[config.mk]
export PLATFORM = sky130hd
export DESIGN_NAME = uart_tx_param_flat
export DESIGN_NICKNAME = d
export VERILOG_FILES = /design/src/rtl/uart_tx_param_if.sv /design/src/rtl/uart_tx_param.sv /design/src/flat_wrapper.sv
export SDC_FILE = /design/constraint.sdc
export NUM_CORES = 1
export LEC_CHECK = 0
export CAP_MARGIN = 20
export CORE_ASPECT_RATIO = 0.7
export CORE_MARGIN = 2
export CORE_UTILIZATION = 62
export DETAILED_ROUTE_END_ITERATION = 16
export GPL_TIMING_DRIVEN = 0
export HOLD_SLACK_MARGIN = 0.06
export PLACE_DENSITY_LB_ADDON = 0.2
export SLEW_MARGIN = 20
export SYNTH_ARGS = -nofsm -noshare
export SYNTH_HDL_FRONTEND = slang
export SYNTH_SLANG_ARGS = --single-unit
[constraint.sdc]
create_clock -name clk_sis -period 5.1 [get_ports clk_sis]
set_input_delay 1.275 -clock clk_sis [delete_from_list [all_inputs] [get_ports clk_sis]]
set_output_delay 1.275 -clock clk_sis [all_outputs]
set_load 0.01 [all_outputs]
[src/rtl/uart_tx_param_if.sv]
// Producer-side bus for uart_tx_param: write strobe, data word, per-frame
// options and the status returned to the producer.
interface uart_tx_param_if #(
  parameter int DATA_W     = 8,
  parameter int FIFO_DEPTH = 4
);
  logic [DATA_W-1:0]            data_in;
  logic                         load;
  logic                         two_stop;
  logic                         parity_odd;
  logic                         ready;
  logic                         busy;
  logic                         overflow;
  logic [$clog2(FIFO_DEPTH):0]  fifo_count;

  // Producer side.
  modport master (
    output data_in, load, two_stop, parity_odd,
    input  ready, busy, overflow, fifo_count
  );

  // Transmitter side.
  modport slave (
    input  data_in, load, two_stop, parity_odd,
    output ready, busy, overflow, fifo_count
  );
endinterface

[src/rtl/uart_tx_param.sv]
// uart_tx_param: parametrised UART transmitter with TX FIFO.
// One system clock (clk_sis); an internal baud counter times every bit.
// Frame: start, DATA_W data bits LSB first, optional parity, one or two stops.
// Optional feature macro: UART_TX_PARITY_EN inserts the PARITY state
// between DATA and STOP; when undefined, parity_odd is ignored.
module uart_tx_param #(
  parameter int DATA_W       = 8,
  parameter int CLKS_PER_BIT = 16,
  parameter int FIFO_DEPTH   = 4
) (
  input  logic           clk_sis,
  input  logic           rst,
  uart_tx_param_if.slave bus,
  output logic           tx1
);

  localparam int CNT_W  = $clog2(CLKS_PER_BIT);
  localparam int IDX_W  = $clog2(DATA_W);
  localparam int PTR_W  = $clog2(FIFO_DEPTH);
  localparam int CNT_FW = PTR_W + 1;

  localparam logic [CNT_W-1:0]  BAUD_LAST  = CNT_W'(CLKS_PER_BIT - 1);
  localparam logic [IDX_W-1:0]  IDX_LAST   = IDX_W'(DATA_W - 1);
  localparam logic [CNT_FW-1:0] FULL_COUNT = CNT_FW'(FIFO_DEPTH);

`ifdef UART_TX_PARITY_EN
  typedef enum logic [2:0] {S_IDLE, S_START, S_DATA, S_PARITY, S_STOP} state_t;
`else
  typedef enum logic [2:0] {S_IDLE, S_START, S_DATA, S_STOP} state_t;
`endif

  // ---------------------------------------------------------------------
  // TX FIFO
  // ---------------------------------------------------------------------
  logic [DATA_W-1:0] mem [FIFO_DEPTH];
  logic [PTR_W-1:0]  wr_ptr;
  logic [PTR_W-1:0]  rd_ptr;
  logic [CNT_FW-1:0] count_q;
  logic [CNT_FW-1:0] count_d;
  logic              ready_q;
  logic              overflow_q;
  logic              push;
  logic              pop;
  logic              empty;

  // A full FIFO drops the write even if the frame engine pops this cycle,
  // because ready reflects the occupancy before the edge.
  assign push    = bus.load && ready_q;
  assign empty   = (count_q == '0);
  assign count_d = count_q + CNT_FW'(push) - CNT_FW'(pop);

  // Storage write port.
  // NOTE: the storage array has no reset; occupancy is tracked by the
  // pointers and count, so stale entries are never read.
  always_ff @(posedge clk_sis) begin
    if (push) begin
      mem[wr_ptr] <= bus.data_in;
    end
  end

  // Pointers, occupancy, registered ready and sticky overflow.
  // NOTE: state registers use non-blocking assignments so every register
  // samples the values from before the edge, independent of statement order.
  always_ff @(posedge clk_sis or negedge rst) begin
    if (!rst) begin
      wr_ptr     <= '0;
      rd_ptr     <= '0;
      count_q    <= '0;
      ready_q    <= 1'b1;
      overflow_q <= 1'b0;
    end else begin
      if (push) begin
        wr_ptr <= wr_ptr + 1'b1;
      end
      if (pop) begin
        rd_ptr <= rd_ptr + 1'b1;
      end
      count_q <= count_d;
      ready_q <= (count_d != FULL_COUNT);
      if (bus.load && !ready_q) begin
        overflow_q <= 1'b1;
      end
    end
  end

  // ---------------------------------------------------------------------
  // Frame engine
  // ---------------------------------------------------------------------
  state_t            state_q;
  state_t            state_d;
  logic [CNT_W-1:0]  baud_q;
  logic [IDX_W-1:0]  idx_q;
  logic [DATA_W-1:0] shreg_q;
  logic              two_stop_q;
  logic              tx_d;
  logic              bit_end;
`ifdef UART_TX_PARITY_EN
  logic              parity_q;
`endif

  // Last clock of the current bit period; never true while idle.
  assign bit_end = (state_q != S_IDLE) && (baud_q == BAUD_LAST);

  // Next state, FIFO pop and line value for the current state.
  // NOTE: every output of this block gets a default first so no path
  // leaves a variable unassigned, which would infer a latch.
  always_comb begin
    state_d = state_q;
    pop     = 1'b0;
    tx_d    = 1'b1;
    case (state_q)
      S_IDLE: begin
        if (!empty) begin
          pop     = 1'b1;
          state_d = S_START;
        end
      end
      S_START: begin
        tx_d = 1'b0;
        if (bit_end) begin
          state_d = S_DATA;
        end
      end
      S_DATA: begin
        tx_d = shreg_q[0];
        if (bit_end && (idx_q == IDX_LAST)) begin
`ifdef UART_TX_PARITY_EN
          state_d = S_PARITY;
`else
          state_d = S_STOP;
`endif
        end
      end
`ifdef UART_TX_PARITY_EN
      S_PARITY: begin
        tx_d = parity_q;
        if (bit_end) begin
          state_d = S_STOP;
        end
      end
`endif
      S_STOP: begin
        tx_d = 1'b1;
        // In STOP the bit index counts stop bits: done after one, or two
        // when the frame latched two_stop.
        if (bit_end && (!two_stop_q || idx_q[0])) begin
          if (!empty) begin
            pop     = 1'b1;
            state_d = S_START;
          end else begin
            state_d = S_IDLE;
          end
        end
      end
      default: begin
        state_d = S_IDLE;
      end
    endcase
  end

  // State, baud counter, bit index, frame options and the registered line.
  always_ff @(posedge clk_sis or negedge rst) begin
    if (!rst) begin
      state_q    <= S_IDLE;
      baud_q     <= '0;
      idx_q      <= '0;
      two_stop_q <= 1'b0;
      tx1        <= 1'b1;
    end else begin
      state_q <= state_d;
      tx1     <= tx_d;
      if ((state_q == S_IDLE) || bit_end) begin
        baud_q <= '0;
      end else begin
        baud_q <= baud_q + 1'b1;
      end
      if (state_d != state_q) begin
        idx_q <= '0;
      end else if (bit_end) begin
        idx_q <= idx_q + 1'b1;
      end
      if (pop) begin
        two_stop_q <= bus.two_stop;
      end
    end
  end

  // Data shifter and parity, loaded from the FIFO head on each pop.
  always_ff @(posedge clk_sis) begin
    if (pop) begin
      shreg_q <= mem[rd_ptr];
`ifdef UART_TX_PARITY_EN
      parity_q <= (^mem[rd_ptr]) ^ bus.parity_odd;
`endif
    end else if ((state_q == S_DATA) && bit_end) begin
      shreg_q <= shreg_q >> 1;
    end
  end

  // Producer-facing status.
  assign bus.ready      = ready_q;
  assign bus.busy       = (state_q != S_IDLE) || (count_q != '0);
  assign bus.overflow   = overflow_q;
  assign bus.fifo_count = count_q;

endmodule

[src/flat_wrapper.sv]
// flat-port wrapper written by rule: the top's interface ports become plain ports
module uart_tx_param_flat 
#(
  parameter int DATA_W       = 8,
  parameter int CLKS_PER_BIT = 16,
  parameter int FIFO_DEPTH   = 4
)
  (clk_sis, rst, tx1, bus_data_in, bus_load, bus_two_stop, bus_parity_odd, bus_ready, bus_busy, bus_overflow, bus_fifo_count);
  uart_tx_param_if #(.DATA_W(DATA_W), .FIFO_DEPTH(FIFO_DEPTH)) bus_i ();
  input  logic clk_sis;
  input  logic rst;
  output logic tx1;
  input wire logic [$bits(bus_i.data_in)-1:0] bus_data_in;
  input wire logic [$bits(bus_i.load)-1:0] bus_load;
  input wire logic [$bits(bus_i.two_stop)-1:0] bus_two_stop;
  input wire logic [$bits(bus_i.parity_odd)-1:0] bus_parity_odd;
  output wire logic [$bits(bus_i.ready)-1:0] bus_ready;
  output wire logic [$bits(bus_i.busy)-1:0] bus_busy;
  output wire logic [$bits(bus_i.overflow)-1:0] bus_overflow;
  output wire logic [$bits(bus_i.fifo_count)-1:0] bus_fifo_count;
  assign bus_i.data_in = bus_data_in;
  assign bus_i.load = bus_load;
  assign bus_i.two_stop = bus_two_stop;
  assign bus_i.parity_odd = bus_parity_odd;
  assign bus_ready = bus_i.ready;
  assign bus_busy = bus_i.busy;
  assign bus_overflow = bus_i.overflow;
  assign bus_fifo_count = bus_i.fifo_count;
  uart_tx_param #(.DATA_W(DATA_W), .CLKS_PER_BIT(CLKS_PER_BIT), .FIFO_DEPTH(FIFO_DEPTH)) u_core (.clk_sis(clk_sis), .rst(rst), .bus(bus_i), .tx1(tx1));
endmodule
==> impl_metrics.toml <==
[clock_network]
root_buffer = "clkbuf_8"
clockBufferDepth = 2
insertion_delay_ns = 0.33
cts_setup_buffers = 0
cts_buffers = 9
cts_max_level = 3
holdBufCountCts = 0
cts_resized = 0
cts.sinks = 61
cts_tree = "yes"
clk_pin_slew_ns = 0.06

[setup_path]
crit_slowest_cell = "clkdlybuf4s50_1"
worstRegToRegCells = 14
crit_start = "u_core.state_q[0]"
max_stage_delay_ns = 0.50
rrSetupSlack_ns = 1.98
crit_family = "buffers and inverters"
start_kind = "flip-flop"
r2r_end = "u_core.bus.ready"
cp.required_ns = 3.83
path_class = "flip-flop to primary output"
crit_fanout = 10
end_kind = "primary output"
timing.rr.start = "u_core.baud_q[0]"
crit_buf_inv = 2
cp.arrival_ns = 2.06
path_cells = "clkbuf_1, nor3_1, nand2_1, clkdlybuf4s50_1"

[global_routing]
antenna_found_initial = 0
track_usage = 0.219
grt_max_degree = 22
grt_pass1_vias = 1449
grt_pass1_wl_mm = 7.20
grt_overflow = 0

[min_path]
hold_class = "flip-flop to flip-flop"
holdCritStartpoint = "u_core.bus.overflow"
min_to = "u_core.bus.overflow"
holdPathStages = 1

[detailed_routing]
drtPass1Iterations = 4
drt_iter0_drc = 123
drt-total-wl_mm = 4.42
antenna_left = 0
routed-via-count = 1431
avgRoutedWirePerCell_um = 17.5
viasPerCell = 5.68
drc_errors = 0

[floorplanning]
io_pins = 20
design.core.area_um2 = 3990
die_h_um = 58.3
dieWidth_um = 81.6
dieArea_um2 = 4760
rows = 19
start_util = 0.654

[cells_and_area]
seqCellArea_um2 = 1730
area_growth_pct = 17.7
num_antenna_cells = 0
multi_input_area_um2 = 790
design_area_um2 = 3080
layout.nets = 218
fill_cells = 225
finalNonFillerCells = 252
drive_gt1_frac = 0.220

[synth]
yosysSeqAreaShare = 0.662
synth_area_leaders = "edfxtp_1 (46%), dfrtp_1 (18%), mux4_2 (6.9%), ha_1 (4.3%), mux2_4 (2.9%)"
yosysUniqueCellTypes = 38
netlist_instances = 165
syn-cell-area_um2 = 2610
synth_commonest_cells = "edfxtp_1 (40), dfrtp_1 (19), inv_1 (11)"
avgSynthCellArea_um2 = 15.8
ys_async_sr_fraction = 0.344
synth_edf_count = 40
synth-seq-cells = 61
syn-num-nets = 188
synth.most_common_cell = "edfxtp_1"
synth.largest_area_cell = "edfxtp_1"
synth-main-ff-cell = "edfxtp_1"
yosysWarnings = 0
synth_top_area_frac = 0.460

[place]
place_congestion = 0.798
hpwlAfterDp_mm = 3.13
port_buffers = 18
placed_area_um2 = 2870
dp_cells = 236

[sta]
finalSetupViolations = 0
fin_crit_ns = 3.33
worst_slew_pin_slew_ns = 0.932
setup_tns_ns = 0
max_freq_ghz = 0.300
hold_violations = 0
finalClockSkew_ns = 0.00591
grt_setup_unrepaired = "no"
maxSlewHeadroom = 0.377
holdWs_ns = 0.461
drv_slew = 0
min_period_over_period = 0.653

[job]
drv_cap = 0

[power_and_ir_drop]
report.power.total_mw = 1.72
p_leak_nw = 1.23
power_per_cell_area_nw_per_um2 = 560
max-vdd-ir-drop_v = 0.000421

[run_status]
outcome = "finished, final reports clean"
sequential cells by signal, summed over array words and instances, names as in the netlist:
register,flops
u_core.rd_ptr,2
u_core.state_q,3
u_core.bus.ready,1
u_core.wr_ptr,2
u_core.shreg_q,8
u_core.bus.fifo_count,3
u_core.tx1,1
u_core.baud_q,4
u_core.idx_q,3
u_core.mem,32
u_core.two_stop_q,1
u_core.bus.overflow,1
how the worst max path moves through the flow:
| stage | to | slack [ns] | cells after the start |
|---|---|---|---|
| final | bus_busy | 1.77 | 4 |
| after global routing | bus_busy | 1.64 | 4 |
| after CTS | bus_busy | 1.80 | 4 |
| after detailed placement | u_core.bus.ready | 1.97 | 8 |
| after global placement | u_core.bus.ready | 2.09 | 8 |
| after floorplan | u_core.bus.ready | 2.28 | 14 |
worst register-to-register path, delay by kind of cell, from the launching register on:
family,cells,cell delay [ns]
and+or+nand+nor,3,0.65
adders and majority gates,4,0.91
DFF,1,0.38
xor gates and xnor gates,2,0.36
buffers and inverters,4,0.38
AOI/OAI and AO/OA,1,0.37
report_power, final:
group          internal (mW)  switching (mW)
sequential             0.679          0.0600
combinational          0.276           0.267
clock                  0.270           0.169
stage by stage:
step,util,setup slack [ns]
6_report,0.770,1.77
5_1_grt,0.770,1.64
4_1_cts,0.770,1.80
3_5_place_dp,0.719,1.97
3_3_place_gp,0.716,2.09
2_1_floorplan,-,2.28
cell type report:
| cell class | count | share of cell area |
|---|---|---|
| Multi-Input combinational cell | 86 | 0.257 |
| Buffer | 7 | 0.0195 |
| Clock buffer | 10 | 0.0415 |
| Timing Repair Buffer | 19 | 0.0602 |
| Clock inverter | 6 | 0.0252 |
| Inverter | 11 | 0.0134 |
| Tap cell | 52 | 0.0212 |
| Sequential cell | 61 | 0.562 |
cells in the final DEF, fill, tap and decap left out, types with 2 or more instances in the layout:
cell type | synthesis | routed
mux2_4 | 5 | 5
mux4_2 | 8 | 8
dfrtp_1 | 19 | 19
bufinv_16 | 0 | 2
o21ai_0 | 5 | 5
or2_2 | 2 | 2
clkinv_2 | 0 | 2
mux2_2 | 3 | 3
inv_1 | 11 | 11
clkinv_1 | 0 | 2
ha_1 | 9 | 9
xnor2_1 | 6 | 6
clkdlybuf4s50_1 | 0 | 18
buf_2 | 1 | 2
dfstp_2 | 2 | 2
clkbuf_1 | 1 | 2
nor2_1 | 8 | 8
nand2_1 | 7 | 7
buf_4 | 2 | 2
and3_1 | 4 | 4
edfxtp_1 | 40 | 40
a21oi_1 | 6 | 6
or3_1 | 2 | 2
clkbuf_8 | 0 | 9
nor3_1 | 5 | 5
xor2_1 | 2 | 2
routing by layer:
layer  vias to the layer above  track usage  part of all wire  wire length, µm
met4                         0       0.0810             0.013               58
met2                        41        0.337              0.50             2200
met1                       722        0.296              0.42             1870
li1                        662            -                 -                -
met3                         6       0.0752             0.064              283
met5                         -            0                 0                0
cell families after synthesis:
| kind of cell | after synthesis | synth area share |
|---|---|---|
| other | 1 | 0.00144 |
| adder cells (fa/ha/maj) | 10 | 0.0508 |
| AO/OA/AOI/OAI | 16 | 0.0378 |
| flip-flops | 61 | 0.662 |
| multiplexers | 16 | 0.111 |
| XOR/XNOR | 8 | 0.0268 |
| AND/OR/NAND/NOR | 35 | 0.0718 |
| buffers and inverters | 18 | 0.0388 |
No activity file was read; power rests on OpenSTA's default activity.
